## src/rtl/i2s_pkg.sv

```systemverilog
// Shared types and defaults for the I2S PCM transmitter.
package i2s_pkg;

    typedef enum logic [1:0] {
        IDLE = 2'd0,
        RUN  = 2'd1,
        STOP = 2'd2
    } tx_state_t;

    localparam int DEF_DATA_WIDTH = 16;
    localparam int DEF_SLOT_BITS  = 32;
    localparam int DEF_CLK_DIV    = 8;

    function automatic int bit_cnt_width(input int slot_bits);
        return $clog2(2 * slot_bits);
    endfunction

endpackage

```

## src/rtl/i2s_pcm_tx_if.sv

```systemverilog
// PCM sample stream into the I2S transmitter: valid/ready handshake.
interface i2s_pcm_tx_if
    import i2s_pkg::*;
#(
    parameter int DATA_WIDTH = DEF_DATA_WIDTH
) ();

    logic [DATA_WIDTH-1:0] pcm_in;
    logic                  pcm_valid;
    logic                  pcm_ready;

    modport master (output pcm_in, output pcm_valid, input pcm_ready);
    modport slave  (input pcm_in, input pcm_valid, output pcm_ready);

endinterface

```

## src/rtl/i2s_bclk_gen.sv

```systemverilog
// Bit-clock divider: toggles bclk every CLK_DIV system clocks while run is high.
module i2s_bclk_gen
    import i2s_pkg::*;
#(
    parameter int CLK_DIV = DEF_CLK_DIV
) (
    input  logic clk,
    input  logic rst_n,
    input  logic run,
    output logic bclk,
    output logic fall_tick
);

    localparam int DW = $clog2(CLK_DIV);
    localparam logic [DW-1:0] DIV_LAST = DW'(CLK_DIV - 1);

    logic [DW-1:0] div_cnt_q, div_cnt_d;
    logic          bclk_q, bclk_d;
    logic          half_done;

    assign half_done = run && (div_cnt_q == DIV_LAST);
    assign fall_tick = half_done && bclk_q;
    assign bclk      = bclk_q;

    always_comb begin
        div_cnt_d = div_cnt_q;
        bclk_d    = bclk_q;
        if (!run) begin
            div_cnt_d = '0;
            bclk_d    = 1'b0;
        end else if (half_done) begin
            div_cnt_d = '0;
            bclk_d    = ~bclk_q;
        end else begin
            div_cnt_d = div_cnt_q + 1'b1;
        end
    end

    always_ff @(posedge clk or negedge rst_n) begin
        if (!rst_n) begin
            div_cnt_q <= '0;
            bclk_q    <= 1'b0;
        end else begin
            div_cnt_q <= div_cnt_d;
            bclk_q    <= bclk_d;
        end
    end

endmodule

```

## src/rtl/i2s_pcm_tx.sv

```systemverilog
// I2S master transmitter: one-entry PCM holding register, slot loader and
// serialiser. All serial outputs change on BCLK falling edges.
module i2s_pcm_tx
    import i2s_pkg::*;
#(
    parameter int DATA_WIDTH = DEF_DATA_WIDTH,
    parameter int SLOT_BITS  = DEF_SLOT_BITS,
    parameter int CLK_DIV    = DEF_CLK_DIV,
    parameter bit STEREO_DUP = 1'b1
) (
    input  logic        clk,
    input  logic        rst_n,
    input  logic        enable,
    i2s_pcm_tx_if.slave pcm,
    output logic        i2s_bclk,
    output logic        i2s_lrclk,
    output logic        i2s_sdata,
    output logic        frame_start,
    output logic        underrun,
    input  logic        underrun_clr
);

    localparam int BW = bit_cnt_width(SLOT_BITS);
    localparam logic [BW-1:0] BIT_LAST = BW'(2 * SLOT_BITS - 1);
    localparam logic [BW-1:0] SLOT_LEN = BW'(SLOT_BITS);
    localparam logic [BW-1:0] DATA_LEN = BW'(DATA_WIDTH);

    tx_state_t                    state_q, state_d;
    logic [BW-1:0]                bit_cnt_q, bit_cnt_d, bit_nxt, pos_nxt;
    logic signed [DATA_WIDTH-1:0] hold_q, hold_d, samp_q, samp_d, shreg_q, shreg_d;
    logic                         hold_full_q, hold_full_d;
    logic                         lrclk_q, lrclk_d, sdata_q, sdata_d;
    logic                         frame_start_q, frame_start_d, underrun_q, underrun_d;
    logic                         run, fall_tick, load;

    assign run = (state_q != IDLE);

    i2s_bclk_gen #(.CLK_DIV(CLK_DIV)) u_bclk_gen (
        .clk       (clk),
        .rst_n     (rst_n),
        .run       (run),
        .bclk      (i2s_bclk),
        .fall_tick (fall_tick)
    );

    assign bit_nxt = (bit_cnt_q == BIT_LAST) ? '0 : bit_cnt_q + 1'b1;
    assign pos_nxt = (bit_nxt >= SLOT_LEN) ? bit_nxt - SLOT_LEN : bit_nxt;

    always_comb begin
        state_d       = state_q;
        bit_cnt_d     = bit_cnt_q;
        hold_d        = hold_q;
        hold_full_d   = hold_full_q;
        samp_d        = samp_q;
        shreg_d       = shreg_q;
        lrclk_d       = lrclk_q;
        sdata_d       = sdata_q;
        frame_start_d = 1'b0;
        underrun_d    = underrun_q & ~underrun_clr;
        load          = 1'b0;

        unique case (state_q)
            IDLE: begin
                bit_cnt_d = '0;
                lrclk_d   = 1'b0;
                sdata_d   = 1'b0;
                if (enable) begin
                    state_d       = RUN;
                    load          = 1'b1;
                    frame_start_d = 1'b1;
                end
            end
            RUN, STOP: begin
                state_d = enable ? RUN : STOP;
                if (fall_tick) begin
                    bit_cnt_d = bit_nxt;
                    lrclk_d   = (bit_nxt >= SLOT_LEN);
                    // Position 0 is the one-BCLK I2S delay slot; data follows MSB first.
                    if ((pos_nxt != '0) && (pos_nxt <= DATA_LEN)) begin
                        sdata_d = shreg_q[DATA_WIDTH-1];
                        shreg_d = shreg_q << 1;
                    end else begin
                        sdata_d = 1'b0;
                    end
                    if (bit_nxt == '0) begin
                        if (!enable && state_q == STOP) begin
                            state_d = IDLE;
                        end else begin
                            load          = 1'b1;
                            frame_start_d = 1'b1;
                        end
                    end else if (bit_nxt == SLOT_LEN) begin
                        if (STEREO_DUP) shreg_d = samp_q;
                        else            load    = 1'b1;
                    end
                end
            end
            default: state_d = IDLE;
        endcase

        if (load) begin
            if (hold_full_q) begin
                samp_d      = hold_q;
                shreg_d     = hold_q;
                hold_full_d = 1'b0;
            end else begin
                samp_d     = '0;
                shreg_d    = '0;
                underrun_d = 1'b1;
            end
        end

        // Ready is low while full, so an accept never overlaps a consume of the same entry.
        if (pcm.pcm_valid && !hold_full_q) begin
            hold_d      = pcm.pcm_in;
            hold_full_d = 1'b1;
        end
    end

    always_ff @(posedge clk or negedge rst_n) begin
        if (!rst_n) begin
            state_q       <= IDLE;
            bit_cnt_q     <= '0;
            hold_q        <= '0;
            hold_full_q   <= 1'b0;
            samp_q        <= '0;
            shreg_q       <= '0;
            lrclk_q       <= 1'b0;
            sdata_q       <= 1'b0;
            frame_start_q <= 1'b0;
            underrun_q    <= 1'b0;
        end else begin
            state_q       <= state_d;
            bit_cnt_q     <= bit_cnt_d;
            hold_q        <= hold_d;
            hold_full_q   <= hold_full_d;
            samp_q        <= samp_d;
            shreg_q       <= shreg_d;
            lrclk_q       <= lrclk_d;
            sdata_q       <= sdata_d;
            frame_start_q <= frame_start_d;
            underrun_q    <= underrun_d;
        end
    end

    assign pcm.pcm_ready = ~hold_full_q;
    assign i2s_lrclk     = lrclk_q;
    assign i2s_sdata     = sdata_q;
    assign frame_start   = frame_start_q;
    assign underrun      = underrun_q;

endmodule

```

## src/flat_wrapper.sv

```systemverilog
// flat-port wrapper written by rule: the top's interface ports become plain ports
module i2s_pcm_tx_flat import i2s_pkg::*;
#(
    parameter int DATA_WIDTH = DEF_DATA_WIDTH,
    parameter int SLOT_BITS  = DEF_SLOT_BITS,
    parameter int CLK_DIV    = DEF_CLK_DIV,
    parameter bit STEREO_DUP = 1'b1
)
  (clk, rst_n, enable, i2s_bclk, i2s_lrclk, i2s_sdata, frame_start, underrun, underrun_clr, pcm_pcm_in, pcm_pcm_valid, pcm_pcm_ready);
  i2s_pcm_tx_if #(.DATA_WIDTH(DATA_WIDTH)) pcm_i ();
  input  logic clk;
  input  logic rst_n;
  input  logic enable;
  output logic i2s_bclk;
  output logic i2s_lrclk;
  output logic i2s_sdata;
  output logic frame_start;
  output logic underrun;
  input  logic underrun_clr;
  input wire logic [$bits(pcm_i.pcm_in)-1:0] pcm_pcm_in;
  input wire logic [$bits(pcm_i.pcm_valid)-1:0] pcm_pcm_valid;
  output wire logic [$bits(pcm_i.pcm_ready)-1:0] pcm_pcm_ready;
  assign pcm_i.pcm_in = pcm_pcm_in;
  assign pcm_i.pcm_valid = pcm_pcm_valid;
  assign pcm_pcm_ready = pcm_i.pcm_ready;
  i2s_pcm_tx #(.DATA_WIDTH(DATA_WIDTH), .SLOT_BITS(SLOT_BITS), .CLK_DIV(CLK_DIV), .STEREO_DUP(STEREO_DUP)) u_core (.clk(clk), .rst_n(rst_n), .enable(enable), .pcm(pcm_i), .i2s_bclk(i2s_bclk), .i2s_lrclk(i2s_lrclk), .i2s_sdata(i2s_sdata), .frame_start(frame_start), .underrun(underrun), .underrun_clr(underrun_clr));
endmodule
```

## config.mk

```make
export PLATFORM = sky130hd
export DESIGN_NAME = i2s_pcm_tx_flat
export DESIGN_NICKNAME = d
export VERILOG_FILES = /design/src/rtl/i2s_pkg.sv /design/src/rtl/i2s_pcm_tx_if.sv /design/src/rtl/i2s_bclk_gen.sv /design/src/rtl/i2s_pcm_tx.sv /design/src/flat_wrapper.sv
export SDC_FILE = /design/constraint.sdc
export NUM_CORES = 1
export LEC_CHECK = 0
export BUFFER_PORTS_ARGS = -buffer_cell sky130_fd_sc_hd__buf_4
export CORE_MARGIN = 2
export CORE_UTILIZATION = 60
export CTS_CLUSTER_SIZE = 8
export DETAILED_ROUTE_END_ITERATION = 10
export PLACE_DENSITY = 0.8
export SYNTH_ARGS = -nofsm -noshare
export SYNTH_HDL_FRONTEND = slang
export SYNTH_SLANG_ARGS = --single-unit
export TNS_END_PERCENT = 5
```

## constraint.sdc

```tcl
create_clock -name clk -period 3.4 [get_ports clk]
set_input_delay 0.51 -clock clk [delete_from_list [all_inputs] [get_ports clk]]
set_output_delay 0.51 -clock clk [all_outputs]
set_load 0.02 [all_outputs]
```

==> qor.yml, run 1 <==
synthesis:
  synthDominantAreaCellType: "sky130_fd_sc_hd__dfrtp_1"
  synth.area.top_cells: "sky130_fd_sc_hd__dfrtp_1 47%, sky130_fd_sc_hd__mux2_2 5.5%, sky130_fd_sc_hd__a221o_1 4.3%"
  synth_cells: 306
  synth-async-reset-ratio: 1.00
  synth-seq-cells: 65
  yosysTopAreaCellShare: 0.468
  ys_types: 56
  synth_seq_area_share: 0.468
  ys.flop_type: "sky130_fd_sc_hd__dfrtp_1"
  edff_count_synth: 0
  synth.cells.most_frequent: "65 x sky130_fd_sc_hd__dfrtp_1, 25 x sky130_fd_sc_hd__nand2_1, 21 x sky130_fd_sc_hd__a21oi_1"
  post_synth.cell_area_avg_um2: 11.3
  synth_area_um2: 3470
  yosysWarningCount: 0
  yosys.cell_count.top_type: "sky130_fd_sc_hd__dfrtp_1"
  synth_nets: 334
power:
  power_report.internal_total_mw: 1.90
  total_power_per_unit_cell_area_nw_per_um2: 742
  p_leak_nw: 1.71
  seq_power_share: 0.450
  power.share.combinational: 0.292
  max-vdd-ir-drop_mv: 0.513
  clock_power_share: 0.257
  power.share.switching: 0.328
  netSwitchingPower_mw: 0.931
grt:
  first_global_vias: 2641
  first_pass_grt_wire_length_um: 12800
  grt_util_all_layers: 0.263
  global_route.overflow_total: 0
  initial_antenna_violation_count: 0
  maximum_number_of_pins_on_one_net_before_global_route_repair: 66
sta:
  hold_violations_final: 0
  finalMaxSlewViolations: 0
  setup-tns-final_ns: 0
  setup-violations-final: 0
  layout_worst_path_cycle_share: 0.836
  tightestPinTransition_ns: 1.05
  finalCriticalPeriod_ns: 2.84
  max_freq_mhz: 352
  grt_setup_unrepaired: "false"
  clock_skew_ns: 0.00958
  max-slew-margin-rel: 0.302
critical_path:
  crit_arrival_ns: 3.14
  r2r_slack_ns: 0.56
  critical_path.endpoint_type: "register"
  required_ns: 3.70
  cp-endpoint: "u_core.shreg_q[0]$_DFFE_PN0P_"
  reg2reg_depth: 8
  regToRegStartpoint: "u_core.state_q[0]$_DFFE_PN0P_"
  worstSetupPathType: "register to register"
  worstSetupStartpoint: "u_core.state_q[0]$_DFFE_PN0P_"
  cp_max_fo: 20
  worstReg2RegEnd: "u_core.shreg_q[0]$_DFFE_PN0P_"
  timing.critical_path.from_type: "register"
clock_tree:
  cts_inserted_buffers: 9
  cts_setup_buffers: 0
  path_clk_slew_ns: 0.07
  cts_root_buf: "sky130_fd_sc_hd__clkbuf_8"
  clock_tree.htree_level_count: 3
  tritoncts: "done"
  clock_sink_count: 65
  cts_hold_buf: 0
  clkLatencyLatePin_ns: 0.35
  cts_max_path_buffers: 2
  ctsResizeCount: 0
die:
  initial_core_util: 0.627
  placementRows: 27
  die_h_um: 80.1
  ioPinCount: 27
  die_x_um: 80.1
  design.core.area_um2: 5540
  die-area_um2: 6410
worst_hold_path:
  min_path_type: "input pin to async pin"
cells_and_area:
  area_growth_pct: 10.1
  drive_above_1_share: 0.249
  antenna-diode-count: 0
  num-nets-final: 353
  finish.cell_count_without_fillers: 401
  fillerInstances: 422
drt:
  detail_route.wl_per_cell_um: 18.7
  detail_route.wirelength_um: 7500
  drt-initial-drc-count: 293
  route.antenna.remaining_nets: 0
  route.detailed.drc: 0
  route.vias.total: 2626
  dr.pass1.iters: 4
  drt-vias-per-instance: 6.55
run:
  number_of_max_cap_violations: 0
placed_design:
  number_of_cells_after_detailed_placement: 386
  numPortBuffers: 26
  dp_hpwl_um: 4910
  place_congestion: 0.837
run_status:
  outcome: "completed"
==> final cells by class <==
| class | count | area [um2] | area share |
|---|---|---|---|
| inverters | 7 | 26.3 | 0.00688 |
| flip-flops and latches | 65 | 1630 | 0.426 |
| clock buffers | 10 | 138 | 0.0360 |
| well taps | 72 | 90.1 | 0.0236 |
| repair buffers | 34 | 268 | 0.0701 |
| multi-input cells | 208 | 1590 | 0.417 |
| clock inverters | 5 | 80.1 | 0.0210 |
==> flip-flops by register name, indices dropped and copies added (netlist names) <==
name and flops:
u_core.bit_cnt_q 6, u_core.samp_q 16, u_core.hold_q 16, u_core.u_bclk_gen.bclk 1, u_core.i2s_sdata 1, u_core.i2s_lrclk 1, u_core.hold_full_q 1, u_core.shreg_q 16
u_core.state_q 2, u_core.frame_start 1, u_core.underrun 1, u_core.u_bclk_gen.div_cnt_q 3
==> cell usage in the layout, fill, tap and decap left out, drive strengths merged, types with 3 or more instances in the layout <==
master and count:
o31ai 3, a21oi 24, buf 34, a221o 15, clkbuf 10, a22o 17
nand2 26, nand3 6, and2 4, a221oi 17, and3 4, dfrtp 65
ha 7, o21bai 15, a21o 4, nor2 11, nand2b 4, and4 3
inv 7, nor2b 3, o21ai 8, mux2 17
==> critical path, stage by stage, from the launching register on <==
cell	delay (ns)
sky130_fd_sc_hd__dfrtp_1	0.40
sky130_fd_sc_hd__inv_1	0.09
sky130_fd_sc_hd__ha_1	0.37
sky130_fd_sc_hd__nor2b_1	0.12
sky130_fd_sc_hd__and3_1	0.25
sky130_fd_sc_hd__and4_1	0.32
sky130_fd_sc_hd__a21oi_2	0.86
sky130_fd_sc_hd__and3_1	0.28
sky130_fd_sc_hd__a211o_1	0.10
==> how the worst min path moves through the flow <==
stage | from | endpoint | slack (ns)
CTS | rst_n | u_core.u_bclk_gen.div_cnt_q[2]$_DFF_PN0_ | 0.27
global placement | u_core.u_bclk_gen.div_cnt_q[0]$_DFF_PN0_ | u_core.u_bclk_gen.div_cnt_q[0]$_DFF_PN0_ | 0.42
global route | rst_n | u_core.bit_cnt_q[3]$_DFFE_PN0P_ | 0.32
detailed placement | u_core.u_bclk_gen.div_cnt_q[0]$_DFF_PN0_ | u_core.u_bclk_gen.div_cnt_q[0]$_DFF_PN0_ | 0.43
finish | rst_n | u_core.bit_cnt_q[3]$_DFFE_PN0P_ | 0.23
floorplan | rst_n | u_core.bit_cnt_q[0]$_DFFE_PN0P_ | 0.21
==> logic make-up (layout without fill, tap and decap cells) <==
logic type	Yosys count	after routing	share of synthesized area
AO/OA/AOI/OAI	113	113	0.260
AND/OR/NAND/NOR	68	68	0.106
flip-flops	65	65	0.468
multiplexers	19	19	0.0645
XOR/XNOR	1	1	0.00252
adder cells (fa/ha/maj)	7	7	0.0252
buffers and inverters	33	56	0.0728
==> through the flow <==
| step | hold WS, ns | cell area, um2 | power (mW) | setup slack (ns) | utilization |
|---|---|---|---|---|---|
| CTS | 0.266 | 3820 | 2.85 | 0.561 | 0.690 |
| floorplan | 0.214 | 3470 | 1.88 | 0.981 | - |
| global route | 0.323 | 3820 | 3.00 | 0.342 | 0.690 |
| finish | 0.235 | 3820 | 2.84 | 0.556 | 0.690 |
| detailed placement | 0.430 | 3600 | 2.12 | 0.558 | 0.650 |
| global placement | 0.418 | 3600 | 2.06 | 0.691 | 0.650 |
==> power groups by stage <==
stage | registers (mW) | clock network, mW | logic (mW)
6_report | 1.28 | 0.730 | 0.828
5_1_grt | 1.31 | 0.772 | 0.918
4_1_cts | 1.27 | 0.743 | 0.836
3_5_place_dp | 1.28 | 0 | 0.835
3_3_place_gp | 1.27 | 0 | 0.788
2_1_floorplan | 1.23 | 0 | 0.656
==> layer usage <==
layer  vias up  routed length (um)  GRT usage
met5         -                   0          0
met4         0                 123      0.112
met3        11                 383     0.0652
met2        80                3800      0.414
met1      1340                3200      0.348
li1       1195                   -          -
(Power assumes the default switching activity.)
==> run 2, diff against run 1 <==
==> constraint.sdc (replaced) <==
create_clock -name clk -period 2.81 [get_ports clk]
set_input_delay 0.4215 -clock clk [delete_from_list [all_inputs] [get_ports clk]]
set_output_delay 0.4215 -clock clk [all_outputs]
set_load 0.02 [all_outputs]
==> qor.yml, run 2 (same netlist as run 1, synthesis figures left out) <==
run_status:
  outcome: "completed"
critical_path:
  worstSetupPathType: "register to register"
  worstReg2RegEnd: "u_core.shreg_q[9]$_DFFE_PN0P_"
  r2r_slack_ns: 0.16  # -0.40 ns
  cp_max_fo: 32  # +60%
  worstSetupStartpoint: "u_core.bit_cnt_q[0]$_DFFE_PN0P_"
  crit_arrival_ns: 2.93  # -0.21 ns
  regToRegStartpoint: "u_core.bit_cnt_q[0]$_DFFE_PN0P_"
  cp-endpoint: "u_core.shreg_q[9]$_DFFE_PN0P_"
  timing.critical_path.from_type: "register"
  critical_path.endpoint_type: "register"
  required_ns: 3.08  # -0.62 ns
  reg2reg_depth: 8  # unchanged
grt:
  global_route.overflow_total: 0  # unchanged
  grt_util_all_layers: 0.245  # -0.0183
  initial_antenna_violation_count: 0  # unchanged
  first_global_vias: 2484  # -5.9%
  first_pass_grt_wire_length_um: 11900  # -6.9%
  maximum_number_of_pins_on_one_net_before_global_route_repair: 66  # unchanged
power:
  power_report.internal_total_mw: 2.32  # +22%
  seq_power_share: 0.449  # about the same
  netSwitchingPower_mw: 1.11  # +19%
  power.share.switching: 0.323  # -0.00489
  overall_power_mw: 3.43  # +21%
  total_power_per_unit_cell_area_nw_per_um2: 889  # +20%
  max-vdd-ir-drop_mv: 0.633  # +23%
  p_leak_nw: 1.74  # +2.0%
  power.share.combinational: 0.294  # +0.002
  clock_power_share: 0.257  # about the same
worst_hold_path:
  min_path_type: "input pin to async pin"
die:
  design.core.area_um2: 5540  # unchanged
  die_h_um: 80.1  # unchanged
  die-area_um2: 6410  # unchanged
  placementRows: 27  # unchanged
  ioPinCount: 27  # unchanged
  initial_core_util: 0.627  # unchanged
  die_x_um: 80.1  # unchanged
sta:
  grt_setup_unrepaired: "false"
  max_freq_mhz: 377  # +7.3%
  tightestPinTransition_ns: 1.11  # +0.0585 ns
  finalMaxSlewViolations: 0  # unchanged
  finalCriticalPeriod_ns: 2.65  # -0.193 ns
  layout_worst_path_cycle_share: 0.943  # +0.107
  setup-tns-final_ns: 0  # unchanged
  clock_skew_ns: 0.00996  # +0.000389 ns
  fin_hold_ws_ns: 0.153  # -0.0817 ns
  max-slew-margin-rel: 0.261  # -0.0417
  setup_ws_ns: 0.160  # -0.397 ns
  setup-violations-final: 0  # unchanged
  hold_violations_final: 0  # unchanged
cells_and_area:
  num-nets-final: 358  # +1.4%
  register_area_um2: 1630  # unchanged
  finalInstanceArea_um2: 3860  # +1.0%
  antenna-diode-count: 0  # unchanged
  drive_above_1_share: 0.260  # +0.0105
  area_growth_pct: 11.2
  area_of_the_multi_input_gates_um2: 1590  # unchanged
  reg_top3: "u_core.hold_q (16), u_core.samp_q (16), u_core.shreg_q (16)"
  fillerInstances: 420  # -0.47%
  mostFrequentLayoutCell: "sky130_fd_sc_hd__dfrtp_1"
  mostFrequentLayoutCells: "65 x sky130_fd_sc_hd__dfrtp_1, 38 x sky130_fd_sc_hd__buf_4, 25 x sky130_fd_sc_hd__nand2_1, 21 x sky130_fd_sc_hd__a21oi_1"
drt:
  dr.pass1.iters: 4  # unchanged
  route.detailed.drc: 0  # unchanged
  detail_route.wirelength_um: 7190  # -4.1%
  route.vias.total: 2628  # +0.076%
  drt-vias-per-instance: 6.46  # -1.4%
  route.antenna.remaining_nets: 0  # unchanged
  detail_route.wl_per_cell_um: 17.7  # -5.5%
  drt-initial-drc-count: 321  # +9.6%
clock_tree:
  cts_hold_buf: 0  # unchanged
  clkLatencyLatePin_ns: 0.34  # about the same
  path_clk_slew_ns: 0.07  # about the same
  cts_inserted_buffers: 9  # unchanged
  cts_root_buf: "sky130_fd_sc_hd__clkbuf_8"
  ctsResizeCount: 0  # unchanged
  tritoncts: "done"
  clock_tree.htree_level_count: 3  # unchanged
  cts_setup_buffers: 0  # unchanged
  cts_max_path_buffers: 2  # unchanged
  clock_sink_count: 65  # unchanged
placed_design:
  place_congestion: 0.808  # -3.5%
  numPortBuffers: 26  # unchanged
  detailed_place.area_um2: 3640  # +1.0%
  dp_worst_setup_slack_ns: 0.219  # -0.339 ns
  dp_hpwl_um: 4500  # -8.3%
run:
  number_of_max_cap_violations: 0  # unchanged
## run 2: cell count changes in the layout (fill, tap and decap cells not counted), sizes merged
cell      before  now
buf           34   39
clkinv         1    3
clkinvlp       2    0
clkbuf        10   11
## run 2: worst min-delay path by stage
stage,start,to,slack (ns),cells after the start
after floorplan,rst_n,u_core.bit_cnt_q[0]$_DFFE_PN0P_,0.13,0
after global placement,u_core.u_bclk_gen.div_cnt_q[0]$_DFF_PN0_,u_core.u_bclk_gen.div_cnt_q[0]$_DFF_PN0_,0.42,1
after detailed placement,u_core.u_bclk_gen.div_cnt_q[0]$_DFF_PN0_,u_core.u_bclk_gen.div_cnt_q[0]$_DFF_PN0_,0.43,1
after CTS,rst_n,u_core.shreg_q[10]$_DFFE_PN0P_,0.19,1
after global routing,rst_n,u_core.state_q[0]$_DFFE_PN0P_,0.23,1
final,rst_n,u_core.u_bclk_gen.div_cnt_q[0]$_DFF_PN0_,0.15,1
## run 2: metrics by stage
step,std cells,util
after floorplan,306,-
after global placement,391,0.657
after detailed placement,391,0.657
after CTS,407,0.697
after global routing,407,0.697
final,407,0.697
## run 2: area by class of cell
| cell class | count | share of cell area |
|---|---|---|
| clock inverter | 5 | 0.0204 |
| sequential | 65 | 0.421 |
| tap | 72 | 0.0233 |
| multi-input combinational | 208 | 0.413 |
| inverter | 7 | 0.00680 |
| clock buffer | 11 | 0.0366 |
| timing repair buffer | 39 | 0.0791 |
## run 2: critical path: stages, from the launching register on
cell and delay [ns]:
sky130_fd_sc_hd__dfrtp_1 0.53, sky130_fd_sc_hd__ha_1 0.42, sky130_fd_sc_hd__and4_1 0.39, sky130_fd_sc_hd__o21ai_1 0.15
sky130_fd_sc_hd__a31oi_4 0.43, sky130_fd_sc_hd__nand2_4 0.09, sky130_fd_sc_hd__a21oi_4 0.18, sky130_fd_sc_hd__buf_12 0.20
sky130_fd_sc_hd__a221o_1 0.17
## run 2: per-layer routing
metal | wire length, um | GRT usage
met1 | 3400 | 0.343
met3 | 383 | 0.0539
met5 | 0 | 0
met2 | 3290 | 0.371
met4 | 129 | 0.102
## run 2: power groups by stage
stage	Combinational, mW	Sequential (mW)	Clock, mW
after global placement	0.971	1.54	0
after CTS	1.01	1.54	0.894
after global routing	1.11	1.58	0.939
after detailed placement	1.01	1.54	0
final	1.01	1.54	0.882
after floorplan	0.794	1.48	0
==> run 3, diff against run 2 <==
--- a/config.mk
+++ b/config.mk
@@ -5,7 +5,7 @@
 export SDC_FILE = /design/constraint.sdc
 export NUM_CORES = 1
 export LEC_CHECK = 0
-export BUFFER_PORTS_ARGS = -buffer_cell sky130_fd_sc_hd__buf_4
+export BUFFER_PORTS_ARGS = -buffer_cell sky130_fd_sc_hd__buf_2
 export CORE_MARGIN = 2
 export CORE_UTILIZATION = 60
 export CTS_CLUSTER_SIZE = 8
==> qor.yml, run 3 (same netlist as run 1, synthesis figures left out) <==
power:
  max-vdd-ir-drop_mv: 0.675  # +6.6%
  netSwitchingPower_mw: 1.09  # -1.6%
  seq_power_share: 0.447  # -0.002
  clock_power_share: 0.266  # +0.009
  overall_power_mw: 3.44  # +0.25%
  power_report.internal_total_mw: 2.35  # +1.1%
  p_leak_nw: 1.73  # -0.56%
  power.share.switching: 0.317  # -0.00598
  total_power_per_unit_cell_area_nw_per_um2: 903  # +1.5%
  power.share.combinational: 0.287  # -0.007
die:
  placementRows: 27  # unchanged
  die_x_um: 80.1  # unchanged
  die_h_um: 80.1  # unchanged
  design.core.area_um2: 5540  # unchanged
  die-area_um2: 6410  # unchanged
  initial_core_util: 0.627  # unchanged
  ioPinCount: 27  # unchanged
run:
  number_of_max_cap_violations: 0  # unchanged
placed_design:
  place_congestion: 0.785  # -2.8%
  dp_worst_setup_slack_ns: 0.232  # +0.0129 ns
  detailed_place.area_um2: 3580  # -1.6%
  numPortBuffers: 26  # unchanged
  dp_hpwl_um: 4620  # +2.7%
drt:
  drt-vias-per-instance: 6.37  # -1.4%
  drt-initial-drc-count: 317  # -1.2%
  detail_route.wirelength_um: 7310  # +1.6%
  route.detailed.drc: 0  # unchanged
  route.vias.total: 2591  # -1.4%
  route.antenna.remaining_nets: 0  # unchanged
  detail_route.wl_per_cell_um: 18.0  # +1.6%
  dr.pass1.iters: 4  # unchanged
cells_and_area:
  mostFrequentLayoutCells: "65 x sky130_fd_sc_hd__dfrtp_1, 26 x sky130_fd_sc_hd__buf_2, 25 x sky130_fd_sc_hd__nand2_1, 21 x sky130_fd_sc_hd__a21oi_1"
  area_growth_pct: 9.84
  finalInstanceArea_um2: 3810  # -1.2%
  antenna-diode-count: 0  # unchanged
  drive_above_1_share: 0.263  # +0.00299
  reg_top3: "u_core.hold_q (16), u_core.samp_q (16), u_core.shreg_q (16)"
  mostFrequentLayoutCell: "sky130_fd_sc_hd__dfrtp_1"
  num-nets-final: 359  # +0.28%
clock_tree:
  cts_inserted_buffers: 9  # unchanged
  cts_max_path_buffers: 2  # unchanged
  path_clk_slew_ns: 0.07  # about the same
  cts_root_buf: "sky130_fd_sc_hd__clkbuf_8"
  cts_setup_buffers: 0  # unchanged
  clkLatencyLatePin_ns: 0.34  # about the same
  tritoncts: "done"
  clock_tree.htree_level_count: 3  # unchanged
  clock_sink_count: 65  # unchanged
critical_path:
  critical_path.endpoint_type: "register"
  regToRegStartpoint: "u_core.bit_cnt_q[0]$_DFFE_PN0P_"
  crit_arrival_ns: 2.91  # -0.02 ns
  reg2reg_depth: 8  # unchanged
  required_ns: 3.09  # about the same
  r2r_slack_ns: 0.17  # about the same
  worstReg2RegEnd: "u_core.shreg_q[3]$_DFFE_PN0P_"
  cp_max_fo: 32  # unchanged
  timing.critical_path.from_type: "register"
  worstSetupPathType: "register to register"
grt:
  initial_antenna_violation_count: 0  # unchanged
  grt_util_all_layers: 0.248  # +0.00260
  maximum_number_of_pins_on_one_net_before_global_route_repair: 66  # unchanged
  first_global_vias: 2525  # +1.7%
  global_route.overflow_total: 0  # unchanged
  first_pass_grt_wire_length_um: 12100  # +1.4%
sta:
  fin_hold_ws_ns: 0.240  # +0.0871 ns
  max_freq_mhz: 379  # +0.54%
  clock_skew_ns: 0.00661  # -0.00335 ns
  hold_violations_final: 0  # unchanged
  tightestPinTransition_ns: 1.10  # -0.00478 ns
  setup_ws_ns: 0.174  # +0.0142 ns
  finalMaxSlewViolations: 0  # unchanged
  setup-violations-final: 0  # unchanged
  max-slew-margin-rel: 0.264  # +0.00320
  layout_worst_path_cycle_share: 0.938  # -0.00507
  finalCriticalPeriod_ns: 2.64  # -0.0142 ns
worst_hold_path:
  min_path_type: "input pin to async pin"
run_status:
  outcome: "completed"
-- run 3: how the worst max path moves through the flow --
stage                                         start                              to  slack (ns)  cells after the start
CTS                 u_core.bit_cnt_q[0]$_DFFE_PN0P_   u_core.shreg_q[3]$_DFFE_PN0P_        0.19                      8
global placement    u_core.bit_cnt_q[0]$_DFFE_PN0P_  u_core.shreg_q[12]$_DFFE_PN0P_        0.31                      8
detailed placement  u_core.bit_cnt_q[0]$_DFFE_PN0P_   u_core.shreg_q[7]$_DFFE_PN0P_        0.23                      7
finish              u_core.bit_cnt_q[0]$_DFFE_PN0P_   u_core.shreg_q[3]$_DFFE_PN0P_        0.17                      8
floorplan           u_core.bit_cnt_q[1]$_DFFE_PN0P_   u_core.shreg_q[5]$_DFFE_PN0P_        0.39                      9
global route        u_core.bit_cnt_q[0]$_DFFE_PN0P_   u_core.shreg_q[7]$_DFFE_PN0P_       -0.01                      8
-- run 3: worst max-delay path: stages, from the launching register on --
cell	delay, ns
sky130_fd_sc_hd__dfrtp_1	0.53
sky130_fd_sc_hd__ha_1	0.44
sky130_fd_sc_hd__and4_1	0.38
sky130_fd_sc_hd__o21ai_1	0.15
sky130_fd_sc_hd__a31oi_4	0.42
sky130_fd_sc_hd__nand2_4	0.09
sky130_fd_sc_hd__a21oi_4	0.17
sky130_fd_sc_hd__buf_12	0.20
sky130_fd_sc_hd__a221o_1	0.18
-- run 3: power by group through the flow --
stage / sequential (mW) / combinational [mW] / clock (mW)
CTS: 1.53 / 0.996 / 0.927
global placement: 1.53 / 0.952 / 0
detailed placement: 1.54 / 0.996 / 0
global route: 1.58 / 1.10 / 0.966
floorplan: 1.48 / 0.794 / 0
finish: 1.54 / 0.988 / 0.917
-- run 3: layout make-up --
class,count,area (um2)
Clock buffer,13,169
Clock inverter,2,60.1
Fill cell,420,1730
Inverter,7,26.3
Multi-Input combinational cell,208,1590
Sequential cell,65,1630
Tap cell,72,90.1
Timing Repair Buffer,40,248
-- run 3: metal layers --
layer / vias up / track usage / routed length (um)
li1: 1205 / - / -
met1: 1290 / 0.345 / 3350
met2: 84 / 0.377 / 3410
met3: 12 / 0.0607 / 430
met4: 0 / 0.0932 / 111
met5: - / 0 / 0
-- run 3: per-stage QoR --
step | util | setup TNS, ns | std cells
CTS | 0.688 | 0 | 407
detailed placement | 0.647 | 0 | 392
finish | 0.688 | 0 | 407
floorplan | - | 0 | 306
global route | 0.688 | -0.0205 | 407
global placement | 0.647 | 0 | 392
-- run 3: timing repair --
action	4_1_cts	5_1_grt
hold buffers	0	0
setup endpoints to repair	0	3
resized for setup	0	1
